## src/rtl/signed_sub_with_overflow_pipe_if.sv

```systemverilog
// Operand (up) and result (down) valid/ready channels of the
// signed subtractor pipe.
interface signed_sub_with_overflow_pipe_if #(
    parameter int WIDTH = 4
);
    logic             up_valid;
    logic             up_ready;
    logic [WIDTH-1:0] a;
    logic [WIDTH-1:0] b;
    logic             down_valid;
    logic             down_ready;
    logic [WIDTH-1:0] diff;
    logic             overflow;

    modport master (
        output up_valid,
        output a,
        output b,
        output down_ready,
        input  up_ready,
        input  down_valid,
        input  diff,
        input  overflow
    );

    modport slave (
        input  up_valid,
        input  a,
        input  b,
        input  down_ready,
        output up_ready,
        output down_valid,
        output diff,
        output overflow
    );
endinterface

```

## src/rtl/signed_sub_with_overflow_pipe.sv

```systemverilog
// Two-stage valid/ready signed subtractor with overflow flag
// and a saturating count of delivered overflowing results.
module signed_sub_with_overflow_pipe #(
    parameter int WIDTH = 4,
    parameter int CNT_W = 8
) (
    input  logic                           clk,
    input  logic                           rst_n,
    signed_sub_with_overflow_pipe_if.slave bus,
    input  logic                           ovf_clear,
    output logic [CNT_W-1:0]               ovf_count
);
    localparam int MSB = WIDTH - 1;

    typedef struct packed {
        logic [WIDTH-1:0] a;
        logic [WIDTH-1:0] b;
    } s1_t;

    typedef struct packed {
        logic [WIDTH-1:0] diff;
        logic             ovf;
    } s2_t;

    logic             s1_valid_q;
    logic             s1_valid_d;
    s1_t              s1_q;
    s1_t              s1_d;
    logic             s2_valid_q;
    logic             s2_valid_d;
    s2_t              s2_q;
    s2_t              s2_d;
    logic [CNT_W-1:0] cnt_q;
    logic [CNT_W-1:0] cnt_d;

    logic             s1_adv;
    logic             s2_adv;
    logic             down_hs;
    logic [WIDTH-1:0] diff_w;
    logic             ovf_w;

    assign s2_adv  = ~s2_valid_q | bus.down_ready;
    assign s1_adv  = ~s1_valid_q | s2_adv;
    assign down_hs = s2_valid_q & bus.down_ready;

    // Overflow is only possible when the operand signs differ.
    assign diff_w = s1_q.a + ~s1_q.b + WIDTH'(1);
    assign ovf_w  = (s1_q.a[MSB] != s1_q.b[MSB])
                  & (diff_w[MSB] != s1_q.a[MSB]);

    always_comb begin
        s1_valid_d = s1_valid_q;
        s1_d       = s1_q;
        if (s1_adv) begin
            s1_valid_d = bus.up_valid;
            if (bus.up_valid) begin
                s1_d.a = bus.a;
                s1_d.b = bus.b;
            end
        end
    end

    // A bubble moving into S2 keeps the last result on the bus.
    always_comb begin
        s2_valid_d = s2_valid_q;
        s2_d       = s2_q;
        if (s2_adv) begin
            s2_valid_d = s1_valid_q;
            if (s1_valid_q) begin
                s2_d.diff = diff_w;
                s2_d.ovf  = ovf_w;
            end
        end
    end

    always_comb begin
        cnt_d = cnt_q;
        if (ovf_clear) begin
            cnt_d = '0;
        end else if (down_hs && s2_q.ovf
                     && cnt_q != {CNT_W{1'b1}}) begin
            cnt_d = cnt_q + CNT_W'(1);
        end
    end

    always_ff @(posedge clk or negedge rst_n) begin
        if (!rst_n) begin
            s1_valid_q <= 1'b0;
            s1_q       <= '0;
            s2_valid_q <= 1'b0;
            s2_q       <= '0;
            cnt_q      <= '0;
        end else begin
            s1_valid_q <= s1_valid_d;
            s1_q       <= s1_d;
            s2_valid_q <= s2_valid_d;
            s2_q       <= s2_d;
            cnt_q      <= cnt_d;
        end
    end

    assign bus.up_ready   = s1_adv;
    assign bus.down_valid = s2_valid_q;
    assign bus.diff       = s2_q.diff;
    assign bus.overflow   = s2_q.ovf;
    assign ovf_count      = cnt_q;
endmodule

```

## src/flat_wrapper.sv

```systemverilog
// flat-port wrapper written by rule: the top's interface ports become plain ports
module signed_sub_with_overflow_pipe_flat 
#(
    parameter int WIDTH = 4,
    parameter int CNT_W = 8
)
  (clk, rst_n, ovf_clear, ovf_count, bus_up_valid, bus_a, bus_b, bus_down_ready, bus_up_ready, bus_down_valid, bus_diff, bus_overflow);
  signed_sub_with_overflow_pipe_if #(.WIDTH(WIDTH)) bus_i ();
  input  logic clk;
  input  logic rst_n;
  input  logic ovf_clear;
  output logic [CNT_W-1:0] ovf_count;
  input wire logic [$bits(bus_i.up_valid)-1:0] bus_up_valid;
  input wire logic [$bits(bus_i.a)-1:0] bus_a;
  input wire logic [$bits(bus_i.b)-1:0] bus_b;
  input wire logic [$bits(bus_i.down_ready)-1:0] bus_down_ready;
  output wire logic [$bits(bus_i.up_ready)-1:0] bus_up_ready;
  output wire logic [$bits(bus_i.down_valid)-1:0] bus_down_valid;
  output wire logic [$bits(bus_i.diff)-1:0] bus_diff;
  output wire logic [$bits(bus_i.overflow)-1:0] bus_overflow;
  assign bus_i.up_valid = bus_up_valid;
  assign bus_i.a = bus_a;
  assign bus_i.b = bus_b;
  assign bus_i.down_ready = bus_down_ready;
  assign bus_up_ready = bus_i.up_ready;
  assign bus_down_valid = bus_i.down_valid;
  assign bus_diff = bus_i.diff;
  assign bus_overflow = bus_i.overflow;
  signed_sub_with_overflow_pipe #(.WIDTH(WIDTH), .CNT_W(CNT_W)) u_core (.clk(clk), .rst_n(rst_n), .bus(bus_i), .ovf_clear(ovf_clear), .ovf_count(ovf_count));
endmodule
```

## config.mk

```make
export PLATFORM = sky130hd
export DESIGN_NAME = signed_sub_with_overflow_pipe_flat
export DESIGN_NICKNAME = d
export VERILOG_FILES = /design/src/rtl/signed_sub_with_overflow_pipe_if.sv /design/src/rtl/signed_sub_with_overflow_pipe.sv /design/src/flat_wrapper.sv
export SDC_FILE = /design/constraint.sdc
export NUM_CORES = 1
export LEC_CHECK = 0
export BUFFER_PORTS_ARGS = -buffer_cell sky130_fd_sc_hd__buf_2
export CORE_ASPECT_RATIO = 1.5
export CORE_MARGIN = 5
export CORE_UTILIZATION = 55
export CTS_CLUSTER_SIZE = 40
export DETAILED_ROUTE_END_ITERATION = 6
export GPL_TIMING_DRIVEN = 0
export PLACE_DENSITY = 0.82
export SYNTH_ARGS = -nofsm -noshare
export SYNTH_HDL_FRONTEND = slang
export SYNTH_SLANG_ARGS = --single-unit
```

## constraint.sdc

```tcl
create_clock -name clk -period 3.9 [get_ports clk]
set_input_delay 0.78 -clock clk [delete_from_list [all_inputs] [get_ports clk]]
set_output_delay 0.78 -clock clk [all_outputs]
set_load 0.005 [all_outputs]
```

# Yosys cells after proc, flatten, opt, wreduce, memory -nomap -nowiden
# Cells that the tools add are included.
op_classes:
  div: 0
  reduce_logical: 5
  bitwise: 7
  addsub: 3
  mux: 2
  order_cmp: 0
  shifts: 0
  eq_ne: 3
  n_mul: 0
op_table:
  columns: ["operator", "count"]
  rows:
  - ["2-to-1 mux 8 bit", 2]
  - ["adder 8 x 1 -> 8 bit, second input constant", 1]
  - ["!= test 8 bit, second input constant", 1]
  - ["adder 4 x 1 -> 4 bit, second input constant", 1]
  - ["adder 4 bit", 1]
  - ["inverter 4 bit", 1]
  - ["AND reduction 2 bit", 2]
  - ["bitwise AND 1 bit", 2]
  - ["logical AND 1 bit", 2]
  - ["!= test 1 bit", 2]
  - ["inverter 1 bit", 2]
  - ["bitwise OR 1 bit", 2]
  - ["nonzero test 2 bit", 1]
totals:
  n_memories: 0
  latch_bits: 0
  out_inout_bits: 15
  romBits: 0
  word_cells: 27
  reg_bits: 23
  ramBits: 0
  in_bits: 13

# Logic depth before layout (Yosys ltp)
# Gate-level depths: netlist of the first run.
logic_depth:
  depth_word: 5
  mapped_depth: 6
  mapped_depth_nobuf: 6

# Worst setup path before layout of the first run
# Ideal clock, no wire load.
synth_timing:
  kind: "input port to output port"
  start: "input bus_down_ready"
  end: "output bus_up_ready"
  n_path_buf: 0
  path_slack_ns: 2.161
  arrival_time_ns: 0.959
  path_stages: 1
  path_cell_list: "nand3b_1"
synth_via:
  elab_chain_cells: 2
synth_rtl:
  columns: ["item", "line_no", "text"]
  rows:
  - ["start: declaration", "flat_wrapper.sv:16", "input wire logic [$bits(bus_i.down_ready)-1:0] bus_down_ready;"]
  - ["bitwise OR 1 bit", "signed_sub_with_overflow_pipe.sv:42", "assign s2_adv = ~s2_valid_q | bus.down_ready;"]
  - ["bitwise OR 1 bit", "signed_sub_with_overflow_pipe.sv:43", "assign s1_adv = ~s1_valid_q | s2_adv;"]
  - ["end: declaration", "flat_wrapper.sv:17", "output wire logic [$bits(bus_i.up_ready)-1:0] bus_up_ready;"]
# Every way passes these cells.

# Worst setup path after layout of the first run
# Same ends and word-level chain as after synthesis.

==> qor.csv, run 1 <==
stage,metric,value,unit
synth,ys.flop_type,dfrtp_1,
cells_and_area,diodes,0,
placement,place.port_buffers,26,
worst_setup_path,critPathRequiredTime,3120,ps
clock_network,tritoncts,yes,
status,outcome,"finished, final reports clean",
clock_network,clk_latency,310,ps
clock_network,cts_num_sinks,23,
route,avgRoutedWirePerCell,13.8,um
synth,synth_edf_count,0,
synth,ys_seq_area_frac,0.510,
synth,syn-instance-count,100,
synth,synth_top_family_by_area,simple AND/OR/NAND/NOR gates,
power_and_ir_drop,power_frac_seq,0.558,
grt,grt_max_degree,24,
route,via_per_inst,5.53,
floorplanning,die-area,0.00308,mm^2
synth,synth.cell_area,0.00113,mm^2
timing,timing.setup.tns,0,ps
placement,routabilityCongestion,0.761,
timing,worst_slew_pin_slew,489,ps
floorplanning,core_area,0.00200,mm^2
worst_setup_path,crit_arrival,1230,ps
clock_network,clk_pin_slew_worst_paths,110,ps
power_and_ir_drop,comb_power_share,0.240,
cells_and_area,syn_to_final_growth,16.3,%
placement,dp_hpwl,1710,um
synth,ys_types,29,
grt,grt-ovfl-total,0,
worst_setup_path,crit_fanout,4,
cells_and_area,final_common_cell,buf_2,
power_and_ir_drop,ir_drop,0.268,mV
grt,grt_pass1_wl,3630,um
min_path,min_path_type,input pin to async pin,
power_and_ir_drop,p_clk_frac,0.202,
route,first_pass_iters,2,
cells_and_area,layout_common_cells,"26 x buf_2, 23 x dfrtp_1, 9 x nand2_1, 8 x nor2_1, 8 x mux2_2",
clock_network,h-tree-depth,1,
floorplanning,die_h,65.5,um
grt,antenna_found_initial,0,
clock_network,ctsLongestPathBuffers,2,
worst_setup_path,cp-start-kind,input pin,
synth,synth_fa_ha_area_frac,0.0621,
synth,synth_xor_xnor_area_share,0.0621,
route,wirelength,2100,um
cells_and_area,final_layout_size_suffix_gt1_frac,0.308,
clock_network,hold_buffers,0,
route,dr_total_vias,841,
synth,yosys_warnings,0,
power_and_ir_drop,power.total,0.534,mW
floorplanning,die_x,47.0,um
timing,finalHoldViolCount,0,
timing,fin_crit_sh,0.514,
clock_network,post_cts_resized,0,
grt,grt_pass1_vias,874,
floorplanning,row_count,20,
timing,period_minus_slack,2010,ps
power_and_ir_drop,power_density,407,mW/mm^2
route,ant_nets,0,
synth,synth-simple-area-share,0.167,
timing,grt_setup_unrepaired,no,
synth,synth_seq_cells,23,
synth,synthMuxAreaShare,0.0887,
timing,fmax,0.499,GHz
synth,synth_compound_area_frac,0.0931,
route,drc,0,
clock_network,root_buffer,clkbuf_4,
timing,slew_headroom,0.674,
synth,ys_async_sr_fraction,1.00,
power_and_ir_drop,sw_frac_of_total,0.293,
route,drt_iter0_markers,11,
power_and_ir_drop,p_int,0.378,mW
timing,slew_viol_final,0,
clock_network,cts_setup_buffers,0,
synth,syn_nets,118,
power_and_ir_drop,power_leakage,0.653,nW
worst_setup_path,crit_path_end_kind,primary output,
cells_and_area,nNetsFinal,149,
power_and_ir_drop,p_switching,0.156,mW
synth,syn_area_per_cell,11.3,um^2
run,timing.max_cap.violations,0,
floorplanning,ios,28,
grt,grtUsageTotal,0.164,
floorplanning,initial_utilization,0.564,
timing,clock_skew,1.73,ps
timing,finalSetupViolCount,0,
worst_setup_path,critPathKind,input pin to primary output,
clock_network,cts_made_buffers,3,
[final cells by class]
class                   count  area, um^2
repair buffers             26         130
fillers                   176         689
plain buffers               1        3.75
inverters                   4        15.0
flip-flops and latches     23         576
multi-input cells          72         534
well taps                  22        27.5
clock buffers               4        26.3
[state kept, by name (all words and copies together), names as in the netlist]
| name | cells |
|---|---|
| u_core.bus.diff | 4 |
| u_core.bus.down_valid | 1 |
| u_core.bus.overflow | 1 |
| u_core.ovf_count | 8 |
| u_core.s1_q | 8 |
| u_core.s1_valid_q | 1 |
[path summary, 6_finish.rpt]
check | start | end | slack, ps | depth (start not counted)
worst min-delay path | rst_n | u_core.s1_q[3] | 410 | 1
worst max-delay path | bus_down_ready | bus_up_ready | 1890 | 3
worst min register to register | u_core.bus.diff[0] | u_core.bus.diff[0] | 510 | 2
min in group clk | u_core.bus.diff[0] | u_core.bus.diff[0] | 510 | 2
max in group asynchronous | rst_n | u_core.bus.down_valid | 3160 | 1
worst max register to register | u_core.s1_q[1] | u_core.bus.overflow | 2150 | 6
[worst max-delay path, stage by stage]
cell      delay, ps
buf_2           110
nand3b_1        180
buf_2           150
[per-layer routing]
layer / share of wire / track usage / up-vias
li1: - / - / 410
met1: 0.35 / 0.165 / 401
met2: 0.56 / 0.294 / 23
met3: 0.058 / 0.0164 / 7
met4: 0.035 / 0.111 / 0
met5: 0 / 0 / -
[synthesized netlist by cell type, types with 2 or more instances]
cell	instances	share of area
o211ai_1	4	0.027
nor2_1	8	0.027
o21ai_0	3	0.013
nand2_1	9	0.030
and3_1	3	0.017
nand3_1	4	0.018
and2_1	2	0.011
dfrtp_1	23	0.51
mux2_2	8	0.080
xor2_1	6	0.047
nand2b_1	3	0.017
inv_1	4	0.013
nor2b_1	2	0.011
xnor2_1	2	0.016
o21a_1	2	0.013
ha_1	4	0.044
[power groups by stage]
stage | Clock [mW] | Sequential, mW | Combinational, mW
floorplan | 0 | 0.301 | 0.0759
global placement | 0 | 0.300 | 0.122
detailed placement | 0 | 0.304 | 0.129
CTS | 0.111 | 0.299 | 0.130
global route | 0.122 | 0.304 | 0.145
finish | 0.108 | 0.298 | 0.128
[metrics by stage]
stage	setup slack [ps]	utilization	instances	instance area, um^2	hold slack, ps
detailed placement	1900	0.643	148	1290	484
global placement	1890	0.643	148	1290	460
CTS	1900	0.656	152	1310	422
finish	1890	0.656	152	1310	406
floorplan	2160	-	100	1130	470
global route	1860	0.656	152	1310	432
[kinds of logic after synthesis]
| kind of cell | Yosys count |
|---|---|
| buf+inv | 5 |
| compound gates | 14 |
| simple gates | 36 |
| mux | 9 |
| fa+ha+maj | 5 |
| xor+xnor | 8 |
| flops | 23 |
(Power assumes the default switching activity.)
==> run 2, diff against run 1 <==
--- a/config.mk
+++ b/config.mk
@@ -8,11 +8,11 @@
 export BUFFER_PORTS_ARGS = -buffer_cell sky130_fd_sc_hd__buf_2
 export CORE_ASPECT_RATIO = 1.5
 export CORE_MARGIN = 5
-export CORE_UTILIZATION = 55
+export CORE_UTILIZATION = 46
 export CTS_CLUSTER_SIZE = 40
 export DETAILED_ROUTE_END_ITERATION = 6
 export GPL_TIMING_DRIVEN = 0
-export PLACE_DENSITY = 0.82
+export PLACE_DENSITY = 0.73
 export SYNTH_ARGS = -nofsm -noshare
 export SYNTH_HDL_FRONTEND = slang
 export SYNTH_SLANG_ARGS = --single-unit
==> constraint.sdc (replaced) <==
create_clock -name clk -period 1.7 [get_ports clk]
set_input_delay 0.34 -clock clk [delete_from_list [all_inputs] [get_ports clk]]
set_output_delay 0.34 -clock clk [all_outputs]
set_load 0.005 [all_outputs]
==> run 2 against run 1 <==
Compared with the run above: first-iteration DRC count is the same; the flow now finishes with violations (setup timing); global-route usage is 3.8 points lower; sequential share of layout area fell by 1.3 points; worst hold slack worse by 180 ps; via count rose by 0.36%; utilization is 9.1 points lower; wire length shrank 0.14%; clock skew about the same; critical path depth rose by 3; highest routed layer unchanged.
==> qor.csv, run 2 (synthesis gave the netlist of run 1 again) <==
stage,metric,value,unit,change
cells_and_area,layout_common_cells,"26 x buf_2, 23 x dfrtp_1, 9 x nand2_1, 8 x nor2_1, 8 x mux2_2",,
worst_setup_path,critPathRequiredTime,1930,ps,-1190 ps
cells_and_area,syn_to_final_growth,19.8,%,
clock_network,clk_latency,300,ps,about the same
cells_and_area,nNetsFinal,151,,+1.3%
placement,dp_hpwl,1680,um,-1.9%
power_and_ir_drop,power_density,916,mW/mm^2,+130%
timing,worst_slack,-6.57,ps,-1900 ps
clock_network,cts_num_sinks,23,,unchanged
timing,clock_skew,1.73,ps,-0.00300 ps
grt,antenna_found_initial,0,,unchanged
timing,finalSetupViolCount,1,,+1
grt,grt_pass1_vias,862,,-1.4%
clock_network,ctsLongestPathBuffers,2,,unchanged
cells_and_area,diodes,0,,unchanged
timing,timing.setup.tns,-6.57,ps,-6.57 ps
grt,grt_pass1_wl,3510,um,-3.2%
placement,place.port_buffers,26,,unchanged
grt,grt-ovfl-total,0,,unchanged
cells_and_area,final_layout_size_suffix_gt1_frac,0.333,,+0.0256
timing,holdWs,231,ps,-175 ps
min_path,hold_depth,2,,
route,via_per_inst,5.41,,-2.2%
timing,slew_viol_final,0,,unchanged
route,ant_nets,0,,unchanged
min_path,min_path_type,input pin to register,,
worst_setup_path,cp_cell_sequence,inv_2 -> ha_4 -> nor2b_4 -> o21a_1 -> or4b_1 -> a31oi_1,,
floorplanning,ios,28,,unchanged
status,violations,setup timing,,
floorplanning,die_x,50.4,um,+7.4%
worst_setup_path,crit_path_end_kind,register,,
route,drt_iter0_markers,11,,unchanged
clock_network,root_buffer,clkbuf_4,,
worst_setup_path,critPathKind,register to register,,
route,dr_total_vias,844,,+0.36%
timing,fin_crit_sh,1.00,,
worst_setup_path,cp_num_cells,6,,+3
power_and_ir_drop,ir_drop,0.536,mV,+100%
timing,period_minus_slack,1710,ps,
worst_setup_path,cp_top_family,simple AND/OR/NAND/NOR gates,,
timing,worst_slew_pin_slew,500,ps,+11.1 ps
clock_network,cts_made_buffers,3,,unchanged
floorplanning,die_h,70.7,um,+7.9%
worst_setup_path,cp-start-kind,register,,
floorplanning,row_count,22,,+10%
worst_setup_path,critPathBufInv,1,,-1
placement,routabilityCongestion,0.719,,-5.5%
timing,fmax,0.586,GHz,
placement,post-place-ws,-71.5,ps,-1970 ps
floorplanning,die-area,0.00356,mm^2,+16%
route,first_pass_iters,4,,+2
worst_setup_path,crit_path_top_delay_cell,or4b_1,,
run,timing.max_cap.violations,0,,unchanged
worst_setup_path,critPathMaxStageDelay,470,ps,+290 ps
grt,grt_max_degree,24,,unchanged
grt,grtUsageTotal,0.126,,-0.0383
clock_network,tritoncts,yes,,
clock_network,clk_pin_slew_worst_paths,120,ps,about the same
worst_setup_path,crit_fanout,4,,unchanged
worst_setup_path,crit_arrival,1930,ps,+700 ps
cells_and_area,final_common_cell,buf_2,,
clock_network,h-tree-depth,1,,unchanged
route,wirelength,2090,um,-0.14%
route,drc,0,,unchanged
floorplanning,initial_utilization,0.471,,-0.0925
timing,slew_headroom,0.667,,-0.00740
route,avgRoutedWirePerCell,13.4,um,-2.7%
status,outcome,"finished, violations left",,
power_and_ir_drop,power_leakage,0.666,nW,+2.0%
timing,finalHoldViolCount,0,,unchanged
worst_setup_path,reg2reg_depth,6,,unchanged
timing,grt_setup_unrepaired,yes,,
floorplanning,core_area,0.00239,mm^2,+20%
## run 2: cell types whose count changed in the layout (fill, tap and decap cells not counted), sizes merged
cell,delta
buf,+1
dlygate4sd3,+1
## run 2: path summary, 6_finish.rpt
kind | startpoint | end | slack, ps
min | bus_up_valid | u_core.s1_valid_q | 230
max | u_core.s1_q[1] | u_core.bus.overflow | -7
min in group asynchronous | rst_n | u_core.ovf_count[2] | 520
min reg2reg | u_core.bus.diff[0] | u_core.bus.diff[0] | 490
max in group asynchronous | rst_n | u_core.bus.down_valid | 840
max reg2reg | u_core.s1_q[1] | u_core.bus.overflow | -7
## run 2: final cells by class
type                       count  area (um^2)
tap                           24         30.0
inverter                       4         15.0
clock buffer                   4         26.3
timing repair buffer          28          148
buffer                         1         3.75
multi-input combinational     72          554
sequential                    23          576
fill                         224         1040
## run 2: what timing repair did
action,4_1_cts,5_1_grt
hold buffers,1,0
endpoints found under the setup margin,2,2
gates resized for setup,2,2
pin swaps,1,2
setup buffers,1,0
hold endpoints to repair,23,0
## run 2: worst register-to-register path, stage by stage, from the launching register on
cell	delay (ps)
dfrtp_1	400
inv_2	90
ha_4	210
nor2b_4	120
o21a_1	200
or4b_1	470
a31oi_1	150
## run 2: metal layers
metal | global-route usage | up-vias | routed length (um)
li1 | - | 415 | -
met1 | 0.125 | 404 | 725
met2 | 0.231 | 21 | 1190
met3 | 0.0316 | 4 | 137
met4 | 0.0625 | 0 | 45
met5 | 0 | - | 0
## run 2: report_power, final
part / total [mW] / switching, mW / internal, mW / leakage, nW
combinational: 0.312 / 0.147 / 0.165 / 0.364
sequential: 0.682 / 0.0549 / 0.627 / 0.287
clock: 0.245 / 0.153 / 0.0914 / 0.0150
## run 2: per-stage QoR
step / instances / total power [mW] / utilization / cell area, um^2
2_1_floorplan: 100 / 0.864 / - / 1130
3_3_place_gp: 150 / 0.971 / 0.538 / 1290
3_5_place_dp: 150 / 0.987 / 0.538 / 1290
4_1_cts: 156 / 1.25 / 0.562 / 1350
5_1_grt: 156 / 1.35 / 0.565 / 1350
6_report: 156 / 1.24 / 0.565 / 1350
==> run 3, diff against run 2 <==
--- a/config.mk
+++ b/config.mk
@@ -12,7 +12,8 @@
 export CTS_CLUSTER_SIZE = 40
 export DETAILED_ROUTE_END_ITERATION = 6
 export GPL_TIMING_DRIVEN = 0
-export PLACE_DENSITY = 0.73
+export HOLD_SLACK_MARGIN = 0.06
+export PLACE_DENSITY = 0.84
 export SYNTH_ARGS = -nofsm -noshare
 export SYNTH_HDL_FRONTEND = slang
 export SYNTH_SLANG_ARGS = --single-unit
==> run 3 against run 2 <==
Compared with the run above: sequential power is essentially flat; fmax rose by 1.4%; largest power group unchanged; register-to-register slack improved by 20 ps; clock power shrank 2%; the flow now finishes without violations; non-clock buffer count is 4 higher; critical path type unchanged; highest routed layer unchanged; total power increased by 1.4%.
==> qor.csv, run 3 (synthesis gave the netlist of run 1 again) <==
stage,metric,value,unit,change
timing,finalHoldViolCount,0,,unchanged
timing,fin_crit_sh,0.990,,-0.0141
floorplanning,row_count,22,,unchanged
placement,routabilityCongestion,0.752,,+4.6%
route,avgRoutedWirePerCell,13.2,um,-1.4%
clock_network,root_buffer,clkbuf_4,,
cells_and_area,final_layout_size_suffix_gt1_frac,0.346,,+0.0123
floorplanning,die_x,50.4,um,unchanged
route,via_per_inst,5.39,,-0.42%
power_and_ir_drop,comb_power_share,0.265,,+0.013
route,first_pass_iters,4,,unchanged
cells_and_area,final_common_cell,buf_2,,
route,dr_total_vias,862,,+2.1%
worst_setup_path,crit_fanout,3,,-1
floorplanning,initial_utilization,0.471,,unchanged
min_path,min_path_type,input pin to register,,
timing,finalSetupViolCount,0,,-1
timing,worst_slew_pin_slew,484,ps,-15.4 ps
timing,clock_skew,0.528,ps,-1.20 ps
floorplanning,ios,28,,unchanged
grt,grt-ovfl-total,0,,unchanged
clock_network,clk_latency,300,ps,about the same
grt,grtUsageTotal,0.129,,+0.00287
worst_setup_path,critPathRequiredTime,1940,ps,about the same
clock_network,clk_pin_slew_worst_paths,110,ps,about the same
power_and_ir_drop,ir_drop,0.718,mV,+34%
route,wirelength,2120,um,+1.1%
status,outcome,"finished, final reports clean",,
grt,grt_max_degree,24,,unchanged
cells_and_area,fill_cells,209,,-6.7%
power_and_ir_drop,p_switching,0.359,mW,+1.2%
worst_setup_path,critPathKind,register to register,,
placement,post-place-ws,-53.1,ps,+18.4 ps
floorplanning,core_area,0.00239,mm^2,unchanged
power_and_ir_drop,p_clk_frac,0.192,,-0.006
grt,grt_pass1_vias,896,,+3.9%
timing,worst_slack,17.3,ps,+23.9 ps
cells_and_area,design_area,0.00138,mm^2,+1.7%
route,drc,0,,unchanged
clock_network,h-tree-depth,1,,unchanged
power_and_ir_drop,power_frac_seq,0.543,,-0.008
power_and_ir_drop,p_int,0.897,mW,+1.5%
route,ant_nets,0,,unchanged
floorplanning,die_h,70.7,um,unchanged
placement,place.port_buffers,26,,unchanged
power_and_ir_drop,power_leakage,0.680,nW,+2.1%
cells_and_area,layout_common_cells,"26 x buf_2, 23 x dfrtp_1, 9 x nand2_1, 8 x nor2_1, 8 x mux2_2",,
worst_setup_path,cp-start-kind,register,,
grt,antenna_found_initial,0,,unchanged
route,drt_iter0_markers,10,,-1
cells_and_area,syn_to_final_growth,21.8,%,
power_and_ir_drop,power.total,1.26,mW,+1.4%
clock_network,cts_num_sinks,23,,unchanged
placement,postPlaceCellArea,0.00129,mm^2,unchanged
clock_network,cts_made_buffers,3,,unchanged
floorplanning,die-area,0.00356,mm^2,unchanged
worst_setup_path,crit_path_end_kind,register,,
placement,dp_hpwl,1590,um,-5.5%
clock_network,tritoncts,yes,,
timing,period_minus_slack,1680,ps,-23.9 ps
grt,grt_pass1_wl,3620,um,+3.1%
cells_and_area,post-route-util,0.574,,+0.00940
clock_network,ctsLongestPathBuffers,2,,unchanged
power_and_ir_drop,sw_frac_of_total,0.286,,-0.000643
timing,slew_viol_final,0,,unchanged
timing,holdWs,229,ps,-1.96 ps
cells_and_area,nNetsFinal,155,,+2.6%
timing,grt_setup_unrepaired,yes,,
timing,fmax,0.594,GHz,+1.4%
cells_and_area,diodes,0,,unchanged
timing,slew_headroom,0.677,,+0.0103
worst_setup_path,crit_arrival,1920,ps,about the same
cells_and_area,layoutNonFillerInstCount,160,,+2.6%
power_and_ir_drop,power_density,914,mW/mm^2,-0.25%
run,timing.max_cap.violations,0,,unchanged
placement,placed_cells,150,,unchanged
timing,timing.setup.tns,0,ps,+6.57 ps
==> run 3: cell types whose count changed in the layout (fill, tap and decap cells not counted), sizes merged <==
cell,previous run,this run
buf,28,32
==> run 3: worst max-delay path, stage by stage, from the launching register on <==
cell     delay (ps)
dfrtp_1         400
inv_2            80
ha_4            200
nor2b_1         130
o21a_1          200
or4b_1          470
a31oi_1         130
==> run 3: path summary, 6_finish.rpt <==
| check | start | to | slack (ps) | cells after the start |
|---|---|---|---|---|
| max | u_core.s1_q[1] | u_core.bus.overflow | 20 | 6 |
| min | bus_up_valid | u_core.s1_valid_q | 230 | 2 |
| max reg2reg | u_core.s1_q[1] | u_core.bus.overflow | 20 | 6 |
| min reg2reg | u_core.bus.diff[1] | u_core.bus.diff[1] | 500 | 2 |
| max in group asynchronous | rst_n | u_core.ovf_count[5] | 860 | 2 |
| min in group asynchronous | rst_n | u_core.ovf_count[0] | 510 | 2 |
==> run 3: area by class of cell <==
class | instances | area, um^2 | area share
clock buffer | 4 | 26.3 | 0.0191
multi-input combinational | 72 | 547 | 0.398
inverter | 4 | 15.0 | 0.0109
sequential | 23 | 576 | 0.419
tap | 24 | 30.0 | 0.0218
buffer | 1 | 3.75 | 0.00273
timing repair buffer | 32 | 178 | 0.129
==> run 3: what timing repair did <==
item,CTS,global route
hold endpoints to repair,23,0
setup buffers,3,2
pin swaps,2,0
hold buffers,1,0
setup endpoints to repair,2,2
resized for setup,2,0
==> run 3: power groups by stage <==
stage               Sequential (mW)  Combinational, mW  Clock [mW]
CTS                           0.682              0.325       0.250
global route                  0.696              0.374       0.293
floorplan                     0.690              0.174           0
finish                        0.682              0.332       0.241
global placement              0.689              0.280           0
detailed placement            0.694              0.292           0
==> run 3: routing by layer <==
metal / share of wire / vias to the layer above / global-route usage
li1: - / 420 / -
met1: 0.37 / 408 / 0.122
met2: 0.55 / 29 / 0.242
met3: 0.065 / 5 / 0.0379
met4: 0.016 / 0 / 0.0568
met5: 0 / - / 0
